===== src/rtl/poets_block_id_pkg.sv =====
// Shared types and limits for the block ID fetcher.
// Holds the fetch FSM encoding, byte/latency limits and the default parameter values.
package poets_block_id_pkg;

    typedef enum logic [1:0] {
        IDLE = 2'd0,
        REQ  = 2'd1,
        WAIT = 2'd2,
        DONE = 2'd3
    } fetch_state_t;

    localparam int ID_BYTE_W        = 8;
    localparam int MAX_NUM_BYTES    = 8;
    localparam int MAX_READ_LATENCY = 4;

    // Index must also reach NUM_BYTES for the optional checksum read.
    localparam int IDX_W     = $clog2(MAX_NUM_BYTES + 1);
    localparam int LAT_CNT_W = $clog2(MAX_READ_LATENCY);

    localparam int DEF_NUM_BYTES    = 4;
    localparam int DEF_BASE_ADDR    = 0;
    localparam int DEF_ADDR_W       = 5;
    localparam int DEF_READ_LATENCY = 1;
    localparam int DEF_AUTO_START   = 1;

endpackage


===== src/rtl/poets_rd_latency_cnt.sv =====
// Read latency down-counter: loaded on read accept, flags the cycle readdata must be sampled.
// Latency: sample asserts on the READ_LATENCY-th active cycle after load; no backpressure.
// Backpressure: none; the caller only loads on an accepted read.
module poets_rd_latency_cnt
    import poets_block_id_pkg::*;
#(
    parameter int READ_LATENCY = DEF_READ_LATENCY
) (
    input  logic clk,
    input  logic reset_n,
    input  logic load,
    input  logic active,
    output logic sample
);

    logic [LAT_CNT_W-1:0] cnt;

    always_ff @(posedge clk or negedge reset_n) begin
        if (!reset_n) begin
            cnt <= '0;
        end else if (load) begin
            cnt <= LAT_CNT_W'(READ_LATENCY - 1);
        end else if (active && (cnt != '0)) begin
            cnt <= cnt - LAT_CNT_W'(1);
        end
    end

    assign sample = active && (cnt == '0);

endmodule


===== src/rtl/poets_block_id_fetcher.sv =====
// Avalon-MM read master fetching NUM_BYTES from the ID RAM into a little-endian block_id.
// Latency: reads*(1+READ_LATENCY) cycles from start to id_done; optional BLOCK_ID_CHECKSUM_EN adds a checksum byte.
// Backpressure: avm_waitrequest stalls the request with address/read held; start ignored while busy.
module poets_block_id_fetcher
    import poets_block_id_pkg::*;
#(
    parameter int NUM_BYTES    = DEF_NUM_BYTES,
    parameter int BASE_ADDR    = DEF_BASE_ADDR,
    parameter int ADDR_W       = DEF_ADDR_W,
    parameter int READ_LATENCY = DEF_READ_LATENCY,
    parameter int AUTO_START   = DEF_AUTO_START
) (
    input  logic                           clk,
    input  logic                           reset_n,
    input  logic                           start,
    output logic [ADDR_W-1:0]              avm_address,
    output logic                           avm_read,
    input  logic                           avm_waitrequest,
    input  logic [ID_BYTE_W-1:0]           avm_readdata,
    output logic                           busy,
    output logic                           id_valid,
    output logic                           id_done,
    output logic                           id_err,
    output logic [ID_BYTE_W*NUM_BYTES-1:0] block_id
);

    localparam int ID_W = ID_BYTE_W * NUM_BYTES;
`ifdef BLOCK_ID_CHECKSUM_EN
    localparam int NUM_READS = NUM_BYTES + 1;
`else
    localparam int NUM_READS = NUM_BYTES;
`endif
    localparam logic [IDX_W-1:0]  LAST_IDX = IDX_W'(NUM_READS - 1);
    localparam logic [ADDR_W-1:0] BASE     = ADDR_W'(BASE_ADDR);

    fetch_state_t         state;
    logic [IDX_W-1:0]     idx;
    logic [ID_W-1:0]      shadow;
    logic [ID_W-1:0]      shadow_merged;
    logic                 auto_pend;
    logic                 accept;
    logic                 sample;
`ifdef BLOCK_ID_CHECKSUM_EN
    logic [ID_BYTE_W-1:0] xor_acc;
`endif

    assign accept = (state == REQ) && avm_read && !avm_waitrequest;

    poets_rd_latency_cnt #(
        .READ_LATENCY (READ_LATENCY)
    ) u_lat (
        .clk     (clk),
        .reset_n (reset_n),
        .load    (accept),
        .active  (state == WAIT),
        .sample  (sample)
    );

    // Shadow with the byte arriving this cycle folded in, so the last byte commits without an extra cycle.
    always_comb begin
        shadow_merged = shadow;
        for (int k = 0; k < NUM_BYTES; k++) begin
            if (idx == IDX_W'(k)) begin
                shadow_merged[k*ID_BYTE_W +: ID_BYTE_W] = avm_readdata;
            end
        end
    end

    always_ff @(posedge clk or negedge reset_n) begin
        if (!reset_n) begin
            state       <= IDLE;
            idx         <= '0;
            shadow      <= '0;
            auto_pend   <= (AUTO_START != 0);
            avm_address <= '0;
            avm_read    <= 1'b0;
            busy        <= 1'b0;
            id_valid    <= 1'b0;
            id_done     <= 1'b0;
            block_id    <= '0;
`ifdef BLOCK_ID_CHECKSUM_EN
            id_err      <= 1'b0;
            xor_acc     <= '0;
`endif
        end else begin
            id_done <= 1'b0;
            case (state)
                IDLE: begin
                    if (start || auto_pend) begin
                        state       <= REQ;
                        auto_pend   <= 1'b0;
                        idx         <= '0;
                        avm_address <= BASE;
                        avm_read    <= 1'b1;
                        busy        <= 1'b1;
                        id_valid    <= 1'b0;
`ifdef BLOCK_ID_CHECKSUM_EN
                        id_err      <= 1'b0;
                        xor_acc     <= '0;
`endif
                    end
                end
                REQ: begin
                    if (!avm_waitrequest) begin
                        avm_read <= 1'b0;
                        state    <= WAIT;
                    end
                end
                WAIT: begin
                    if (sample) begin
                        shadow <= shadow_merged;
`ifdef BLOCK_ID_CHECKSUM_EN
                        xor_acc <= xor_acc ^ avm_readdata;
`endif
                        if (idx == LAST_IDX) begin
                            state   <= DONE;
                            id_done <= 1'b1;
`ifdef BLOCK_ID_CHECKSUM_EN
                            // Final read is the checksum byte; shadow already holds every ID byte.
                            if (avm_readdata != xor_acc) begin
                                id_err <= 1'b1;
                            end else begin
                                block_id <= shadow;
                                id_valid <= 1'b1;
                            end
`else
                            block_id <= shadow_merged;
                            id_valid <= 1'b1;
`endif
                        end else begin
                            idx         <= idx + IDX_W'(1);
                            avm_address <= avm_address + ADDR_W'(1);
                            avm_read    <= 1'b1;
                            state       <= REQ;
                        end
                    end
                end
                DONE: begin
                    busy  <= 1'b0;
                    state <= IDLE;
                end
                default: state <= IDLE;
            endcase
        end
    end

`ifndef BLOCK_ID_CHECKSUM_EN
    assign id_err = 1'b0;
`endif

endmodule


===== config.mk =====
export PLATFORM = sky130hd
export DESIGN_NAME = poets_block_id_fetcher
export DESIGN_NICKNAME = d
export VERILOG_FILES = /design/src/rtl/poets_block_id_pkg.sv /design/src/rtl/poets_rd_latency_cnt.sv /design/src/rtl/poets_block_id_fetcher.sv
export SDC_FILE = /design/constraint.sdc
export NUM_CORES = 1
export LEC_CHECK = 0
export CAP_MARGIN = 0
export CORE_MARGIN = 4
export CORE_UTILIZATION = 52
export CTS_BUF_LIST = sky130_fd_sc_hd__clkbuf_16
export CTS_CLUSTER_SIZE = 8
export DETAILED_ROUTE_END_ITERATION = 6
export GPL_TIMING_DRIVEN = 0
export PLACE_DENSITY = 0.74
export SYNTH_ARGS = -nofsm -noshare
export SYNTH_HDL_FRONTEND = slang
export SYNTH_SLANG_ARGS = --single-unit

===== constraint.sdc =====
create_clock -name clk -period 2.13 [get_ports clk]
set_input_delay 0.639 -clock clk [delete_from_list [all_inputs] [get_ports clk]]
set_output_delay 0.639 -clock clk [all_outputs]
set_load 0.005 [all_outputs]

### After elaboration in Yosys (flattened, before gate mapping)

Cells that the tools add are included.

* bits in registers: 82
* bits of input ports: 12
* word-level logic and storage cells: 79

* add/sub/neg operators: 3
* equality and inequality tests: 11
* muxes and demuxes: 32
* reductions and logical operators: 22

Operators with widths (number)
* $mux W8: 4
* $mux W5: 3
* $mux W2: 6
* $mux W4: 3
* $mux W1: 10
* $ne A2 B2 Y1 const B: 5
* $pmux W5 S2: 1
* $eq A4 B2 Y1 const B: 2
* $pmux W2 S4: 1
* $pmux W4 S2: 1
* $reduce_and A4 Y1: 2
* $reduce_bool A2 Y1: 4
* $reduce_and A2 Y1: 3
* $reduce_and A3 Y1: 2
* $add A5 B1 Y5 const B: 1
* $reduce_and A5 Y1: 1
* $add A4 B1 Y4 const B: 1
* $eq A2 B2 Y1 const B: 2
* $eq A4 B1 Y1 const B: 1
* $logic_and A1 B1 Y1: 4
* $logic_not A2 Y1: 2
* $logic_not A4 Y1: 1
* $pmux W1 S2: 2
* $pmux W1 S3: 1
* other kinds (5): 5

### Depth between registers and ports, before layout

* depth in word-level cells: 4
* gate-level depth with buffers: 8
* gate-level depth less buffers: 7

### Cells and area by module

A second synthesis with hierarchy kept.

* cells, all modules: 290
* area total of the unflattened synthesis: 3374.5 um2

Modules (own cells, without submodules)
* poets_block_id_fetcher: instances 1, cells each 278, area an instance 3250.6 um2, seq. area each 1803.0 um2
* poets_rd_latency_cnt: instances 1, cells each 12, area an instance 123.9 um2, seq. area each 50.0 um2

### Worst setup path after synthesis

No wires, ideal clock.

* path type: register to register
* from: register idx[0]
* to: register idx[0]
* arrival time: 1.717 ns
* setup slack: 0.340 ns
* cell stages (with the launch flop): 7
* period minus slack after synthesis: 1.790 ns
* cells stage by stage: dfrtp_1 -> ha_1 -> nor3b_1 -> a2111o_1 -> buf_2 -> or2_4 -> o21ai_2

* cells in the longest elaborated chain, start to end: 4

RTL lines
* from (decl): line poets_block_id_fetcher.sv:37 `logic [IDX_W-1:0] idx;`
* from (signal assigned): line poets_block_id_fetcher.sv:131 `idx <= idx + IDX_W'(1);`
* $add A4 B1 Y4: line poets_block_id_fetcher.sv:131
* $mux W4: line poets_block_id_fetcher.sv:115 `if (idx == LAST_IDX) begin`
* $mux W4: line poets_block_id_fetcher.sv:110 `if (sample) begin`
* $pmux W4 S2: line poets_block_id_fetcher.sv:87 `case (state)`

Several ways; a longest one is shown, not always the timed one. The select of a mux whose other input is x is not followed.
A chain may end at the register's enable or synchronous reset.

### Final worst setup path

* from: register idx[0]
* to: register avm_address[0]

* cells in the longest elaborated chain, start to end: 3

RTL lines
* $eq A4 B2 Y1: line poets_block_id_fetcher.sv:115
* $ne A2 B2 Y1 (no source line)
* $reduce_and A4 Y1 (no source line)
* to (signal assigned): line poets_block_id_fetcher.sv:132 `avm_address <= avm_address + ADDR_W'(1);`
* to (decl): line poets_block_id_fetcher.sv:16 `output logic [ADDR_W-1:0] avm_address,`

No other way between the ends.

==> results_dict.tcl <==
set metrics [dict create \
    outcome "finished clean" \
    wl_mm 6.517 \
    cts_sinks 74 \
    finalSetupViolCount 0 \
    dr.pass1.iters 4 \
    reg2reg_depth 6 \
    finalHoldViolCount 0 \
    post_synth.cell_area_avg_um2 11.11 \
    synth-edff-count 0 \
    row_count 28 \
    r2r_end "avm_address[0]$_DFFE_PN0P_" \
    worstSetupEndpointType "register" \
    placedCellCount 420 \
    fin_cells 435 \
    yosysMostFrequentCell "dfrtp_1" \
    final.period_utilization 0.9278 \
    drv_slew 0 \
    postSynthCellCount 292 \
    cts_buffers 9 \
    fmax_ghz 0.5060 \
    dp_hpwl_mm 4.619 \
    drt_iter0_drc 110 \
    worstSkewPairLatency_ps 320 \
    post_drt_wl_per_cell_um 14.98 \
    ys.flop_type "dfrtp_1" \
    ys_types 37 \
    die-area_um2 7567 \
    p_leak_nw 1.866 \
    vias 2293 \
    netlist_area_um2 3244 \
    die_h_um 86.99 \
    root_buffer "clkbuf_16" \
    syn_nets 310 \
    max_cap_viol_count 0 \
    final_layout_size_suffix_gt1_frac 0.1444 \
    area_growth_pct 27.81 \
    period_needed_ps 1976 \
    yosys_warnings 0 \
    pin_count 54 \
    slew_headroom 0.5706 \
    initial_core_util 0.5416 \
    async_flop_share 1.000 \
    clk_path_buf_depth 2 \
    postRouteAntennaNets 0 \
    coreArea_um2 5991 \
    num_antenna_cells 0 \
    synth.ff_latch_count 74 \
    grt_pass1_vias 2335 \
    cp-start-kind "register" \
    cts_tree "yes" \
    synth_area_leaders "dfrtp_1 (56%), mux2_2 (8.0%), mux2i_1 (7.4%)" \
    nets 374 \
    whs_ps 175.5 \
    vias_per_cell 5.271 \
    powerDensity_nw_per_um2 1295 \
    nFillCells 450 \
    r2r-start "idx[0]$_DFFE_PN0P_" \
    hp-class "input port to asynchronous set/reset pin" \
    synth_top_area_share 0.5631 \
    crit_type "register to register" \
    htree_levels 3 \
    synth_area_leader_cell "dfrtp_1" \
    skew_ps 5.841 \
    grt_pass1_wl_mm 11.22 \
    antenna_found_initial 0 \
    drc 0 \
    irDropWorstVdd_mv 0.6981 \
    crit_fanout 10 \
    r2r_setup_slack_ps 150 \
    grt_max_degree 59 \
    track_usage 0.1926 \
    worst_pin_slew_ps 639.2 \
    rsz0062_at_grt "false" \
    clk_pin_slew_worst_paths_ps 50 \
    die_x_um 86.99 \
    grt.overflow.total 0 \
    io_buffers 52 \
    ys_top_cells_by_count "dfrtp_1 (73), nand2_1 (61), o21ai_0 (33)" \
    critical_path_required_ps 2380 \
    setup-tns-final_ps 0 \
    gp_congestion 0.7929 \
    crit_arrival_ps 2230 \
    synth_seq_area_share 0.5712 \
]
## worst max-delay path by stage
stage                                   from                          to  slack [ps]  depth (start not counted)
global route        u_lat.cnt[0]$_DFFE_PN0P_    block_id[29]$_DFFE_PN0P_          10                          8
floorplan                 idx[0]$_DFFE_PN0P_          idx[0]$_DFFE_PN0P_         340                          6
CTS                       idx[0]$_DFFE_PN0P_        id_valid$_DFFE_PN0P_          80                          4
detailed placement                     start          idx[0]$_DFFE_PN0P_         -80                          6
global placement                     reset_n        id_valid$_DFFE_PN0P_       -2120                          1
finish                    idx[0]$_DFFE_PN0P_  avm_address[0]$_DFFE_PN0P_         150                          6
## cell type report
class                   count  area, um^2  area share
plain buffers              16       81.33     0.01961
clock buffers               9       225.2     0.05431
clock inverters             6       27.53    0.006638
inverters                   7       26.28    0.006337
multi-input cells         195        1294      0.3120
flip-flops and latches     74        1853      0.4469
well taps                  75       93.84     0.02263
repair buffers             53       545.5      0.1316
## cells by family after synthesis
group / Yosys count / synth area share
compound gates: 49 / 0.08755
xor+xnor: 1 / 0.002700
fa+ha+maj: 6 / 0.02314
buf+inv: 23 / 0.03201
flops: 74 / 0.5712
mux: 48 / 0.1573
other cells: 1 / 0.001156
simple gates: 90 / 0.1249
## cells in the final DEF (no fill, tap or decap), drive strengths merged, types with 6 or more instances in the layout
| cell type | count |
|---|---|
| buf | 10 |
| mux2 | 24 |
| clkbuf | 17 |
| ha | 6 |
| nand2 | 61 |
| dfrtp | 73 |
| o21ai | 35 |
| mux2i | 24 |
| inv | 8 |
| clkdlybuf4s50 | 51 |
## repair_timing
action                                  4_1_cts  5_1_grt
gates resized for setup                       0        8
hold buffers                                  0        0
endpoints found under the setup margin        0       27
buffers inserted                              0        0
## per-stage QoR
stage                       util  area, um^2  setup WS [ps]  total power [mW]
after CTS                 0.6905        4136          84.54             5.419
after global placement    0.6441        3859          -2124             4.037
after floorplan                -        3244          339.5             3.298
final                     0.6921        4146          153.8             5.371
after global routing      0.6921        4146          12.32             5.742
after detailed placement  0.6483        3884         -84.04             4.115
## per-layer routing
metal,vias to the layer above,share of wire,track usage
met5,-,0,0
met1,1102,0.46,0.2589
met2,53,0.49,0.3119
met3,7,0.048,0.03217
li1,1131,-,-
met4,0,0.0066,0.07649
## worst max-delay path, cell delays in order, from the launching register on
cell and delay (ps):
dfrtp_1 450, ha_1 270, nor3b_2 180, a2111o_1 470
buf_2 200, or2_4 250, o21ai_2 100
## registers in the layout (all words and copies together) (netlist names)
signal       flops
shadow          24
idx              4
id_valid         1
u_lat.cnt        2
auto_pend        1
id_done          1
avm_read         1
block_id        32
state            2
avm_address      5
busy             1
## where the power goes
group	leakage [nW]	internal (mW)	switching (mW)	total, mW
combinational	0.938	1.05	0.793	1.84
clock	0.129	0.762	0.530	1.29
sequential	0.799	1.93	0.312	2.24
(Power assumes the default switching activity.)
